## src/rtl/bnn_pkg.sv

```systemverilog
// Shared BNN definitions: top-level state encodings, buffer geometry and stream width.
// Used by input_loader, the conv/pool layers and the top FSM.
package bnn_pkg;

  localparam logic [2:0] s_IDLE    = 3'b000;
  localparam logic [2:0] s_LOAD    = 3'b001;
  localparam logic [2:0] s_LAYER_1 = 3'b010;
  localparam logic [2:0] s_LAYER_2 = 3'b011;
  localparam logic [2:0] s_LAYER_3 = 3'b100;

  localparam int PIX_BITS  = 784;
  localparam int WT_BITS   = 72;
  localparam int BUS_W     = 8;
  localparam int PIX_BEATS = PIX_BITS / BUS_W;
  localparam int WT_BEATS  = WT_BITS / BUS_W;

  typedef logic [2:0]       top_state_t;
  typedef logic [BUS_W-1:0] beat_t;

  function automatic beat_t csum_fold(input beat_t acc, input beat_t d);
    return acc ^ d;
  endfunction

endpackage

```

## src/rtl/input_loader_if.sv

```systemverilog
// Byte-stream handshake feeding the input loader: source drives data/valid, loader drives ready.
interface input_loader_if;
  import bnn_pkg::*;

  logic [BUS_W-1:0] data_in;
  logic             data_valid;
  logic             data_ready;

  modport master (output data_in, output data_valid, input  data_ready);
  modport slave  (input  data_in, input  data_valid, output data_ready);

endinterface

```

## src/rtl/input_loader.sv

```systemverilog
// Writer side of the BNN input buffers: packs the load stream into pixels then weights.
// Build macro INPUT_LOADER_CHECKSUM_EN adds a trailing XOR checksum beat and load_err.
module input_loader
  import bnn_pkg::*;
(
  input  logic                clk,
  input  logic                rst_n,
  input  logic [2:0]          state,
  input_loader_if.slave       stream,
  output logic [PIX_BITS-1:0] pixels,
  output logic [WT_BITS-1:0]  weights,
  output logic                load_done,
  output logic                load_err
);

  localparam logic [1:0] L_PIX  = 2'b00;
  localparam logic [1:0] L_WT   = 2'b01;
`ifdef INPUT_LOADER_CHECKSUM_EN
  localparam logic [1:0] L_CSUM = 2'b10;
`endif
  localparam logic [1:0] L_DONE = 2'b11;

  logic [1:0]          fsm_r;
  logic [6:0]          beat_cnt_r;
  logic [PIX_BITS-1:0] pixels_r;
  logic [WT_BITS-1:0]  weights_r;
  logic                load_done_r;

  logic                data_ready_s;
  logic                accept_s;
  logic                pix_we_s;
  logic                wt_we_s;
  logic                last_pix_s;
  logic                last_wt_s;
  logic [9:0]          pix_base_s;
  logic [6:0]          wt_base_s;

  // Ready never looks at valid, so a source may wait on ready without a loop.
  assign data_ready_s      = (state == s_LOAD) && (fsm_r != L_DONE);
  assign stream.data_ready = data_ready_s;
  assign accept_s          = stream.data_valid && data_ready_s;
  assign last_pix_s        = (beat_cnt_r == 7'(PIX_BEATS - 1));
  assign last_wt_s         = (beat_cnt_r == 7'(WT_BEATS - 1));
  assign pix_base_s        = 10'(beat_cnt_r) * 10'(BUS_W);
  assign wt_base_s         = beat_cnt_r * 7'(BUS_W);

`ifdef INPUT_LOADER_CHECKSUM_EN
  logic       csum_we_s;
  logic [BUS_W-1:0] csum_acc_r;
  logic       load_err_r;
`endif

  // Route an accepted beat to the buffer selected by the load phase.
  always_comb begin
    pix_we_s  = 1'b0;
    wt_we_s   = 1'b0;
`ifdef INPUT_LOADER_CHECKSUM_EN
    csum_we_s = 1'b0;
`endif
    if (accept_s) begin
      case (fsm_r)
        L_PIX:   pix_we_s  = 1'b1;
        L_WT:    wt_we_s   = 1'b1;
`ifdef INPUT_LOADER_CHECKSUM_EN
        L_CSUM:  csum_we_s = 1'b1;
`endif
        default: pix_we_s  = 1'b0;
      endcase
    end else begin
      pix_we_s = 1'b0;
    end
  end

  // Load-phase FSM and beat counter; s_IDLE rewinds, layer states simply hold.
  always_ff @(posedge clk or negedge rst_n) begin
    if (!rst_n) begin
      fsm_r       <= L_PIX;
      beat_cnt_r  <= 7'd0;
      load_done_r <= 1'b0;
    end else if (state == s_IDLE) begin
      fsm_r       <= L_PIX;
      beat_cnt_r  <= 7'd0;
      load_done_r <= 1'b0;
    end else if (pix_we_s) begin
      if (last_pix_s) begin
        beat_cnt_r <= 7'd0;
        fsm_r      <= L_WT;
      end else begin
        beat_cnt_r <= beat_cnt_r + 7'd1;
      end
    end else if (wt_we_s) begin
      if (last_wt_s) begin
        beat_cnt_r  <= 7'd0;
`ifdef INPUT_LOADER_CHECKSUM_EN
        fsm_r       <= L_CSUM;
`else
        fsm_r       <= L_DONE;
        load_done_r <= 1'b1;
`endif
      end else begin
        beat_cnt_r <= beat_cnt_r + 7'd1;
      end
`ifdef INPUT_LOADER_CHECKSUM_EN
    end else if (csum_we_s) begin
      fsm_r       <= L_DONE;
      load_done_r <= 1'b1;
`endif
    end
  end

  // Buffers survive s_IDLE so the previous image stays readable until overwritten.
  always_ff @(posedge clk or negedge rst_n) begin
    if (!rst_n) begin
      pixels_r  <= '0;
      weights_r <= '0;
    end else begin
      if (pix_we_s) begin
        pixels_r[pix_base_s +: BUS_W] <= stream.data_in;
      end
      if (wt_we_s) begin
        weights_r[wt_base_s +: BUS_W] <= stream.data_in;
      end
    end
  end

`ifdef INPUT_LOADER_CHECKSUM_EN
  // XOR accumulator over all data beats, compared against the trailing checksum beat.
  always_ff @(posedge clk or negedge rst_n) begin
    if (!rst_n) begin
      csum_acc_r <= '0;
      load_err_r <= 1'b0;
    end else if (state == s_IDLE) begin
      csum_acc_r <= '0;
      load_err_r <= 1'b0;
    end else if (pix_we_s || wt_we_s) begin
      csum_acc_r <= csum_fold(csum_acc_r, stream.data_in);
    end else if (csum_we_s) begin
      load_err_r <= (stream.data_in != csum_acc_r);
    end
  end

  assign load_err = load_err_r;
`else
  assign load_err = 1'b0;
`endif

  assign pixels    = pixels_r;
  assign weights   = weights_r;
  assign load_done = load_done_r;

endmodule
```

## src/flat_wrapper.sv

```systemverilog
// flat-port wrapper written by rule: the top's interface ports become plain ports
module input_loader_flat import bnn_pkg::*;
  (clk, rst_n, state, pixels, weights, load_done, load_err, stream_data_in, stream_data_valid, stream_data_ready);
  input_loader_if stream_i ();
  input  logic clk;
  input  logic rst_n;
  input  logic [2:0] state;
  output logic [PIX_BITS-1:0] pixels;
  output logic [WT_BITS-1:0] weights;
  output logic load_done;
  output logic load_err;
  input wire logic [$bits(stream_i.data_in)-1:0] stream_data_in;
  input wire logic [$bits(stream_i.data_valid)-1:0] stream_data_valid;
  output wire logic [$bits(stream_i.data_ready)-1:0] stream_data_ready;
  assign stream_i.data_in = stream_data_in;
  assign stream_i.data_valid = stream_data_valid;
  assign stream_data_ready = stream_i.data_ready;
  input_loader u_core (.clk(clk), .rst_n(rst_n), .state(state), .stream(stream_i), .pixels(pixels), .weights(weights), .load_done(load_done), .load_err(load_err));
endmodule
```

## config.mk

```make
export PLATFORM = sky130hd
export DESIGN_NAME = input_loader_flat
export DESIGN_NICKNAME = d
export VERILOG_FILES = /design/src/rtl/bnn_pkg.sv /design/src/rtl/input_loader_if.sv /design/src/rtl/input_loader.sv /design/src/flat_wrapper.sv
export SDC_FILE = /design/constraint.sdc
export NUM_CORES = 1
export LEC_CHECK = 0
export ABC_AREA = 0
export CORE_AREA = 2 2 341 343
export DETAILED_ROUTE_END_ITERATION = 12
export DIE_AREA = 0 0 343 345
export PLACE_DENSITY = 0.57
export SLEW_MARGIN = 20
export SYNTH_ARGS = -nofsm -noshare
export SYNTH_HDL_FRONTEND = slang
export SYNTH_SLANG_ARGS = --single-unit
```

## constraint.sdc

```tcl
create_clock -name clk -period 8.1 [get_ports clk]
set_input_delay 0.81 -clock clk [delete_from_list [all_inputs] [get_ports clk]]
set_output_delay 0.81 -clock clk [all_outputs]
set_load 0.1 [all_outputs]
```

==> summary.txt, run 1 <==
Layout
  • Nets: 3,239
  • Final Util: 0.428
  • Synthesis-to-layout area growth: 38.8%
  • Post-route insts no fill: 4,834
  • Share of layout cells above drive strength 1: 0.354

Power and ir drop
  • Power share of the clock group: 0.412
  • Switching part of the total: 0.330
  • P_sw: 3.72 mW
  • Static leakage: 23.1 nW
  • Pwr Density: 229 nW/µm²
  • Part of the power in combinational logic: 0.189
  • Peak supply drop: 0.000172 V
  • Reg power frac: 0.399
  • Pint: 7.56 mW

CTS
  • Post-CTS sizing: 0
  • Postcts setup bufs: 0
  • Clock H-tree levels: 3
  • CTS root buf: clkbuf_16
  • Reg clk slew, reported paths: 0.06 ns
  • CTS tree: yes
  • Cts bufs inserted: 98
  • Clock sink count: 866
  • Worst-Skew Late Latency: 0.70 ns
  • Post-cts hold buffer count: 0
  • CTS Buffer Depth: 3

Global routing
  • Initial antenna violation count: 7
  • Vias in the first global route: 24,479
  • Largest net degree at the start of global routing: 142
  • First-pass GRT wire length: 195,000 µm
  • GR Util All Layers: 0.230
  • GR Overflow Total: 0

STA
  • Period utilisation layout: 0.613
  • Setup TNS: 0 ns
  • Final setup fails: 0
  • Fmax: 202 MHz
  • Fin. Hold Viols: 0
  • Slew Limit Fails: 0
  • Final Worst Setup Slack: 3.14 ns
  • Worst-Margin Slew: 1.14 ns
  • Setup repair after global routing missed its margin: false
  • Slew Limit Headroom: 0.236
  • Final min period: 4.96 ns
  • Clk_skew: 0.0339 ns
  • Hold WS: 0.199 ns

Synth
  • Post-synthesis instance total: 2,348
  • Register area share after synthesis: 0.611
  • FFs w/ async S/R, synth: 1.00
  • Post-synthesis average cell area: 15.1 µm²
  • Net Count, Synth: 2,367
  • Main flop type after synthesis: dfrtp_1
  • Yosys Warn Count: 0
  • Post-synth top area share: 0.611
  • Post-synth EDFFs: 0
  • Yosys cell types: 75
  • Synthesized flop and latch total: 866
  • Post-synth top area cell: dfrtp_1
  • Top post-synthesis cells by area: dfrtp_1, mux2_2, mux2_4
  • Mapped cell area: 35,500 µm²

Drt
  • Iteration-0 DRC Markers: 1,210
  • Residual DRC: 0
  • Via count: 23,538
  • Post-DRT Antenna Nets: 0
  • Final WL: 138,000 µm
  • Routed WL per cell: 28.5 µm
  • Via density: 4.87
  • DRT Pass-1 Iters: 5

Place
  • Dpl ws: 3.16 ns
  • Port Buffers: 871
  • Placer Congestion: 0.804
  • Inst Count DP: 4,644
  • Post-DP HPWL: 99,400 µm

Die
  • I/O pin count: 873
  • Die Area: 118,000 µm²
  • Die width: 343 µm
  • Die Y: 345 µm
  • Rows: 125
  • Core footprint: 115,000 µm²
  • Initial Utilization: 0.308

Critical path
  • Arrival time worst endpoint: 5.52 ns
  • Critical path endpoint category: register
  • Crit-path max FO: 24
  • CP startpoint kind: register
  • Critical R2R Capture: u_core.pixels[231]$_DFFE_PN0P_
  • CP required: 8.66 ns
  • Critical path class: reg -> reg
  • R2r setup slk: 3.14 ns
  • R2r worst-path depth: 8
  • Worst r2r src: u_core.beat_cnt_r[0]$_DFFE_PN0P_

Status
  • Outcome: finished, final reports clean

Job
  • Total of max-cap violations: 0

Hold path
  • Worst hold path class: in -> async
critical path, cell delays in order, from the launching register on:
cell	delay, ns
dfrtp_1	0.96
inv_1	0.24
ha_1	0.63
or2_0	0.57
a21oi_2	0.76
nand2_2	0.38
nor3_2	0.65
buf_4	0.28
mux2_2	0.34
how the worst max path moves through the flow:
stage,from,to,slack [ns],cells after the start
3_3_place_gp,u_core.beat_cnt_r[0]$_DFFE_PN0P_,u_core.pixels[231]$_DFFE_PN0P_,3.28,8
2_1_floorplan,state[0],stream_data_ready,1.76,2
4_1_cts,u_core.beat_cnt_r[0]$_DFFE_PN0P_,u_core.pixels[231]$_DFFE_PN0P_,3.13,8
5_1_grt,u_core.beat_cnt_r[0]$_DFFE_PN0P_,u_core.pixels[195]$_DFFE_PN0P_,2.88,7
3_5_place_dp,u_core.beat_cnt_r[0]$_DFFE_PN0P_,u_core.pixels[230]$_DFFE_PN0P_,3.16,8
6_report,u_core.beat_cnt_r[0]$_DFFE_PN0P_,u_core.pixels[231]$_DFFE_PN0P_,3.14,8
power by group through the flow:
stage / Sequential (mW) / Combinational [mW] / Clock (mW)
after floorplan: 4.99 / 0.855 / 0
after global placement: 4.57 / 2.17 / 0
after detailed placement: 4.57 / 2.16 / 0
after CTS: 4.50 / 2.17 / 4.76
after global routing: 4.51 / 2.25 / 4.93
final: 4.50 / 2.13 / 4.64
per-layer routing:
metal,vias up,routed length [µm],GRT usage
met4,0,4460,0.0787
met1,12411,57400,0.292
met3,174,9640,0.0595
met5,-,0,0
met2,801,66500,0.380
li1,10152,-,-
cell usage after synthesis (3+ instances only):
| library cell | number |
|---|---|
| buf_2 | 29 |
| or4_1 | 8 |
| inv_1 | 9 |
| or2_2 | 4 |
| buf_4 | 12 |
| nor3_1 | 7 |
| nor2_1 | 81 |
| mux2_4 | 40 |
| nor2b_1 | 7 |
| nand4_1 | 10 |
| nand3b_1 | 3 |
| buf_6 | 5 |
| mux2_2 | 806 |
| nor3_2 | 48 |
| nand2_2 | 4 |
| dfrtp_1 | 866 |
| nand2b_1 | 5 |
| a21oi_1 | 8 |
| ha_1 | 5 |
| nand2_1 | 45 |
| or3_1 | 11 |
| nand3_2 | 3 |
| nor4_4 | 17 |
| and4_1 | 3 |
| mux2i_1 | 5 |
| and2_1 | 28 |
| and3_1 | 86 |
| nor4b_4 | 5 |
| o21ai_0 | 21 |
| nand3_1 | 15 |
| buf_1 | 4 |
| clkbuf_1 | 88 |
| o21ai_1 | 5 |
logic make-up after synthesis:
| group | share of synthesized area |
|---|---|
| AOI/OAI and AO/OA | 0.0119 |
| xor gates and xnor gates | 0.00141 |
| adders and majority gates | 0.00176 |
| buffers and inverters | 0.0190 |
| DFF | 0.611 |
| muxes | 0.274 |
| other | 0.000106 |
| and+or+nand+nor | 0.0810 |
per-stage QoR:
stage                     instance area, µm²  total power, mW
final                                  49200             11.3
after global routing                   49200             11.7
after CTS                              49200             11.4
after detailed placement               45800             6.74
after global placement                 45800             6.74
after floorplan                        35500             5.85
layout make-up:
| class | instances | area, µm² |
|---|---|---|
| Tap cell | 1524 | 1910 |
| Antenna cell | 6 | 15.0 |
| Inverter | 9 | 33.8 |
| Clock inverter | 37 | 523 |
| Sequential cell | 866 | 21700 |
| Multi-Input combinational cell | 1334 | 13200 |
| Timing Repair Buffer | 911 | 9000 |
| Clock buffer | 147 | 2880 |
| Fill cell | 10702 | 65900 |
state kept, by name, indices dropped and copies added (netlist names):
register and flops:
u_core.beat_cnt_r 7, u_core.fsm_r 2, u_core.load_done 1, u_core.pixels 784
u_core.weights 72
cell usage in the layout, fill, tap and decap left out, types with 15 or more instances in the layout:
cell             count
mux2_2             806
clkbuf_8            22
dfrtp_1            866
mux2_4              40
and3_1              86
nor2_1              79
clkbuf_16           99
clkbuf_1            26
clkinv_2            16
o21ai_0             21
nor3_2              48
clkdlybuf4s50_1    854
buf_4               45
nand3_1             15
nor4_4              17
and2_1              28
nand2_1             44
Power figures use the tool's default switching activity.
==> run 2, diff against run 1 <==
--- a/config.mk
+++ b/config.mk
@@ -6,10 +6,10 @@
 export NUM_CORES = 1
 export LEC_CHECK = 0
 export ABC_AREA = 0
-export CORE_AREA = 2 2 341 343
+export CORE_AREA = 2 2 339 341
 export DETAILED_ROUTE_END_ITERATION = 12
-export DIE_AREA = 0 0 343 345
-export PLACE_DENSITY = 0.57
+export DIE_AREA = 0 0 341 343
+export PLACE_DENSITY = 0.6
 export SLEW_MARGIN = 20
 export SYNTH_ARGS = -nofsm -noshare
 export SYNTH_HDL_FRONTEND = slang
==> constraint.sdc (replaced) <==
create_clock -name clk -period 4.4 [get_ports clk]
set_input_delay 0.44 -clock clk [delete_from_list [all_inputs] [get_ports clk]]
set_output_delay 0.44 -clock clk [all_outputs]
set_load 0.1 [all_outputs]
==> run 2 against run 1 <==
Net effect:
- sequential power rose by 83%
- power increased by 81%
- largest cell class unchanged
- critical endpoint is now u_core.pixels[622]$_DFFE_PN0P_
- clock power grew 75%
- global-route usage fell by 0.24 points
- critical path type unchanged
- largest power group is now sequential cells
- maximum frequency is 22% higher
- highest routed layer is now met5
- clock skew fell by 0.016 ns
==> summary.txt, run 2 (synthesis gave the netlist of run 1 again) <==
Critical path
  • Critical path endpoint category: register
  • Crit. Startpoint: u_core.beat_cnt_r[1]$_DFFE_PN0P_
  • CP required: 4.94 ns
  • Crit-path max FO: 11
  • Arrival time worst endpoint: 4.60 ns
  • CP startpoint kind: register
  • R2r setup slk: 0.35 ns
  • Worst r2r src: u_core.beat_cnt_r[1]$_DFFE_PN0P_
  • Critical path class: reg -> reg

Global routing
  • First-pass GRT wire length: 191,000 µm
  • GR Overflow Total: 0
  • Vias in the first global route: 24,266
  • Largest net degree at the start of global routing: 110
  • Initial antenna violation count: 10
  • GR Util All Layers: 0.228

Drt
  • Via density: 4.90
  • Residual DRC: 0
  • DRT Pass-1 Iters: 5
  • Routed WL per cell: 28.0 µm
  • Via count: 23,900
  • Iteration-0 DRC Markers: 1,142
  • Final WL: 136,000 µm
  • Post-DRT Antenna Nets: 0

Layout
  • Share of layout cells above drive strength 1: 0.365
  • Max FFs per register: 784
  • Post-route insts no fill: 4,878
  • Commonest cells after routing, fill and taps aside: dfrtp_1, clkdlybuf4s50_1, mux2_2
  • Nets: 3,302
  • Most common cell after layout, fill and taps aside: dfrtp_1
  • Synthesis-to-layout area growth: 39.9%

CTS
  • Reg clk slew, reported paths: 0.06 ns
  • CTS Buffer Depth: 3
  • Worst-Skew Late Latency: 0.66 ns
  • Postcts setup bufs: 0
  • Clock sink count: 866
  • Cts bufs inserted: 96
  • Clock H-tree levels: 3
  • CTS tree: yes
  • CTS root buf: clkbuf_16

Die
  • Rows: 124
  • I/O pin count: 873
  • Die width: 341 µm
  • Core footprint: 113,000 µm²
  • Initial Utilization: 0.313
  • Die Area: 117,000 µm²
  • Die Y: 343 µm

STA
  • Final setup fails: 0
  • Setup repair after global routing missed its margin: false
  • Fmax: 247 MHz
  • Clk_skew: 0.0183 ns
  • Period utilisation layout: 0.922
  • Worst-Margin Slew: 1.15 ns
  • Fin. Hold Viols: 0
  • Slew Limit Fails: 0
  • Setup TNS: 0 ns
  • Slew Limit Headroom: 0.230
  • Final min period: 4.05 ns

Place
  • Placer Congestion: 0.863
  • Inst Count DP: 4,694
  • Post-DP HPWL: 99,500 µm
  • Port Buffers: 871

Status
  • Outcome: finished, final reports clean

Job
  • Total of max-cap violations: 0

Power and ir drop
  • Static leakage: 23.4 nW
  • Pwr Density: 411 nW/µm²
  • Peak supply drop: 0.000311 V

Hold path
  • Worst hold path class: in -> async
-- run 2: final timing paths --
path                                                       end  cells past startpoint
worst min register to register  u_core.pixels[304]$_DFFE_PN0P_                      1
max in group asynchronous       u_core.pixels[431]$_DFFE_PN0P_                      3
min in group clk                u_core.pixels[382]$_DFFE_PN0P_                      3
worst min-delay path            u_core.pixels[127]$_DFFE_PN0P_                      2
worst max register to register  u_core.pixels[622]$_DFFE_PN0P_                      7
worst max-delay path            u_core.pixels[622]$_DFFE_PN0P_                      7
-- run 2: report_power, final --
| part | internal, mW | switching [mW] |
|---|---|---|
| sequential | 8.10 | 0.134 |
| combinational | 0.850 | 3.19 |
| clock | 4.79 | 3.35 |
| total | 13.7 | 6.68 |
-- run 2: routing by layer --
metal	up-vias	track usage	part of all wire
met5	-	0	0.00040
met4	8	0.0820	0.038
met3	219	0.0617	0.074
met2	846	0.372	0.48
met1	12552	0.290	0.41
li1	10275	-	-
-- run 2: metrics by stage --
step | setup slack, ns | power [mW] | hold WS (ns) | utilization | instance area [µm²]
4_1_cts | 0.448 | 20.6 | 0.324 | 0.437 | 49600
6_report | 0.345 | 20.4 | 0.382 | 0.438 | 49600
5_1_grt | 0.298 | 21.2 | 0.361 | 0.437 | 49600
3_5_place_dp | 0.383 | 12.4 | 0.491 | 0.409 | 46400
2_1_floorplan | 0.143 | 10.8 | 0.144 | - | 35500
3_3_place_gp | 0.431 | 12.4 | 0.485 | 0.409 | 46400
-- run 2: critical path, stage by stage (launching register included) --
cell and delay, ns:
dfrtp_1 0.52, inv_1 0.18, ha_1 0.36, or3b_1 0.55, mux2_2 0.48, nor4_1 0.72, nand3_1 0.65, mux2_2 0.47
-- run 2: cell type report --
class,count,area (µm²)
Antenna cell,7,17.5
Clock buffer,148,2910
Clock inverter,26,293
Fill cell,10404,63800
Inverter,9,33.8
Multi-Input combinational cell,1334,13200
Sequential cell,866,21700
Tap cell,1512,1890
Timing Repair Buffer,976,9580
-- run 2: repair_timing --
action,in CTS,in global routing
resized for setup,0,0
hold buffers,1,0
hold endpoints to repair,74,0
==> run 3, diff against run 2 <==
--- a/config.mk
+++ b/config.mk
@@ -6,10 +6,10 @@
 export NUM_CORES = 1
 export LEC_CHECK = 0
 export ABC_AREA = 0
-export CORE_AREA = 2 2 339 341
+export CORE_AREA = 2 2 343 345
 export DETAILED_ROUTE_END_ITERATION = 12
-export DIE_AREA = 0 0 341 343
-export PLACE_DENSITY = 0.6
+export DIE_AREA = 0 0 345 347
+export PLACE_DENSITY = 0.59
 export SLEW_MARGIN = 20
 export SYNTH_ARGS = -nofsm -noshare
 export SYNTH_HDL_FRONTEND = slang
==> run 3 against run 2 <==
Net effect:
- wire length grew 1.8%
- register-to-register slack improved by 0.15 ns
- setup slack gained 0.15 ns
- clock power up 4.4%
- combinational power grew 1%
- final cell count up 0.55%
- die area up 2.4%
- critical path depth unchanged
- largest cell class unchanged
==> summary.txt, run 3 (synthesis gave the netlist of run 1 again) <==
Die
  • Initial Utilization: 0.307
  • Die width: 345 µm
  • Core footprint: 116,000 µm²
  • Die Area: 120,000 µm²
  • Rows: 125
  • Die Y: 347 µm
  • I/O pin count: 873

CTS
  • Clock H-tree levels: 3
  • CTS Buffer Depth: 3
  • Post-CTS sizing: 0
  • CTS tree: yes
  • Clock sink count: 866
  • Reg clk slew, reported paths: 0.07 ns
  • CTS root buf: clkbuf_16
  • Worst-Skew Late Latency: 0.70 ns
  • Cts bufs inserted: 98

STA
  • Setup repair after global routing missed its margin: false
  • Clk_skew: 0.0221 ns
  • Period utilisation layout: 0.888
  • Slew Limit Headroom: 0.197
  • Final Worst Setup Slack: 0.491 ns
  • Setup TNS: 0 ns
  • Fmax: 256 MHz
  • Final setup fails: 0
  • Fin. Hold Viols: 0
  • Slew Limit Fails: 0
  • Final min period: 3.91 ns
  • Worst-Margin Slew: 1.20 ns

Place
  • Post-DP HPWL: 103,000 µm
  • Dpl ws: 0.400 ns
  • Placer Congestion: 0.862
  • Port Buffers: 871

Layout
  • Max FFs per register: 784
  • FILL cells: 10,716
  • Share of layout cells above drive strength 1: 0.367
  • Nets: 3,314
  • Most common cell after layout, fill and taps aside: dfrtp_1
  • Synthesis-to-layout area growth: 40.5%
  • Commonest cells after routing, fill and taps aside: dfrtp_1, clkdlybuf4s50_1, mux2_2

Critical path
  • Critical path endpoint category: register
  • Arrival time worst endpoint: 4.48 ns
  • Highest-delay cell along the critical path: nand3_1
  • CP delay by family, top: simple AND/OR/NAND/NOR gates
  • CP startpoint kind: register
  • CP required: 4.97 ns
  • Critical path class: reg -> reg
  • Cell Chain, Critical Path: inv_1 -> ha_1 -> or3b_1 -> mux2_2 -> nor4_1 -> nand3_1 -> mux2_2
  • Buffers & Inverters on Critical Path: 1
  • Crit-path max FO: 11
  • Most frequent CP cell: mux2_2
  • Worst stage delay on the critical path: 0.63 ns

Global routing
  • Vias in the first global route: 24,728
  • GR Overflow Total: 0
  • GR Util All Layers: 0.228
  • First-pass GRT wire length: 196,000 µm
  • Initial antenna violation count: 6
  • Largest net degree at the start of global routing: 108

Power and ir drop
  • Pwr Total: 20.8 mW
  • Pwr Density: 418 nW/µm²
  • Peak supply drop: 0.000318 V
  • Static leakage: 23.5 nW

Drt
  • Residual DRC: 0
  • DRT Pass-1 Iters: 5
  • Routed WL per cell: 28.3 µm
  • Via count: 23,988
  • Post-DRT Antenna Nets: 0
  • Final WL: 139,000 µm
  • Iteration-0 DRC Markers: 1,347
  • Via density: 4.89

Status
  • Outcome: finished, final reports clean

Hold path
  • Worst hold path class: in -> reg

Job
  • Total of max-cap violations: 0
run 3: layout make-up:
type                    instances  area [µm²]  share of cell area
flip-flops and latches        866       21700               0.435
multi-input cells            1334       13200               0.265
repair buffers                986        9630               0.193
clock buffers                 143        2830              0.0568
well taps                    1524        1910              0.0383
clock inverters                37         515              0.0103
inverters                       9        33.8            0.000678
diodes                          6        15.0            0.000301
run 3: power breakdown:
part / total [mW] / internal (mW) / switching [mW]
logic: 4.09 / 0.862 / 3.23
clock network: 8.50 / 5.02 / 3.48
registers: 8.24 / 8.10 / 0.144
run 3: path summary, 6_finish.rpt:
| check | startpoint | endpoint | slack [ns] | depth (start not counted) |
|---|---|---|---|---|
| hold reg to reg | u_core.pixels[299]$_DFFE_PN0P_ | u_core.pixels[299]$_DFFE_PN0P_ | 0.50 | 1 |
| max in group asynchronous | rst_n | u_core.pixels[138]$_DFFE_PN0P_ | 2.84 | 3 |
| setup / recovery | u_core.beat_cnt_r[1]$_DFFE_PN0P_ | u_core.pixels[621]$_DFFE_PN0P_ | 0.49 | 7 |
| setup reg to reg | u_core.beat_cnt_r[1]$_DFFE_PN0P_ | u_core.pixels[621]$_DFFE_PN0P_ | 0.49 | 7 |
| min in group asynchronous | rst_n | u_core.pixels[503]$_DFFE_PN0P_ | 0.38 | 2 |
| hold / removal | stream_data_in[3] | u_core.pixels[3]$_DFFE_PN0P_ | 0.20 | 2 |
run 3: metrics by stage:
stage / hold slack (ns) / instances / instance area (µm²) / util
floorplan: 0.144 / 2348 / 35500 / -
global placement: 0.486 / 4717 / 46400 / 0.401
detailed placement: 0.491 / 4717 / 46400 / 0.401
CTS: 0.165 / 4898 / 49800 / 0.430
global route: 0.221 / 4900 / 49800 / 0.431
finish: 0.205 / 4905 / 49800 / 0.431
run 3: repair_timing:
item / CTS / global route
hold buffers: 1 / 0
setup buffers: 0 / 0
hold endpoints to repair: 70 / 0
run 3: layer usage:
metal	wire (µm)	track usage	vias to the layer above
met4	4270	0.0733	0
met2	67500	0.380	830
met3	9340	0.0624	194
li1	-	-	10291
met5	0	0	-
met1	57800	0.287	12673
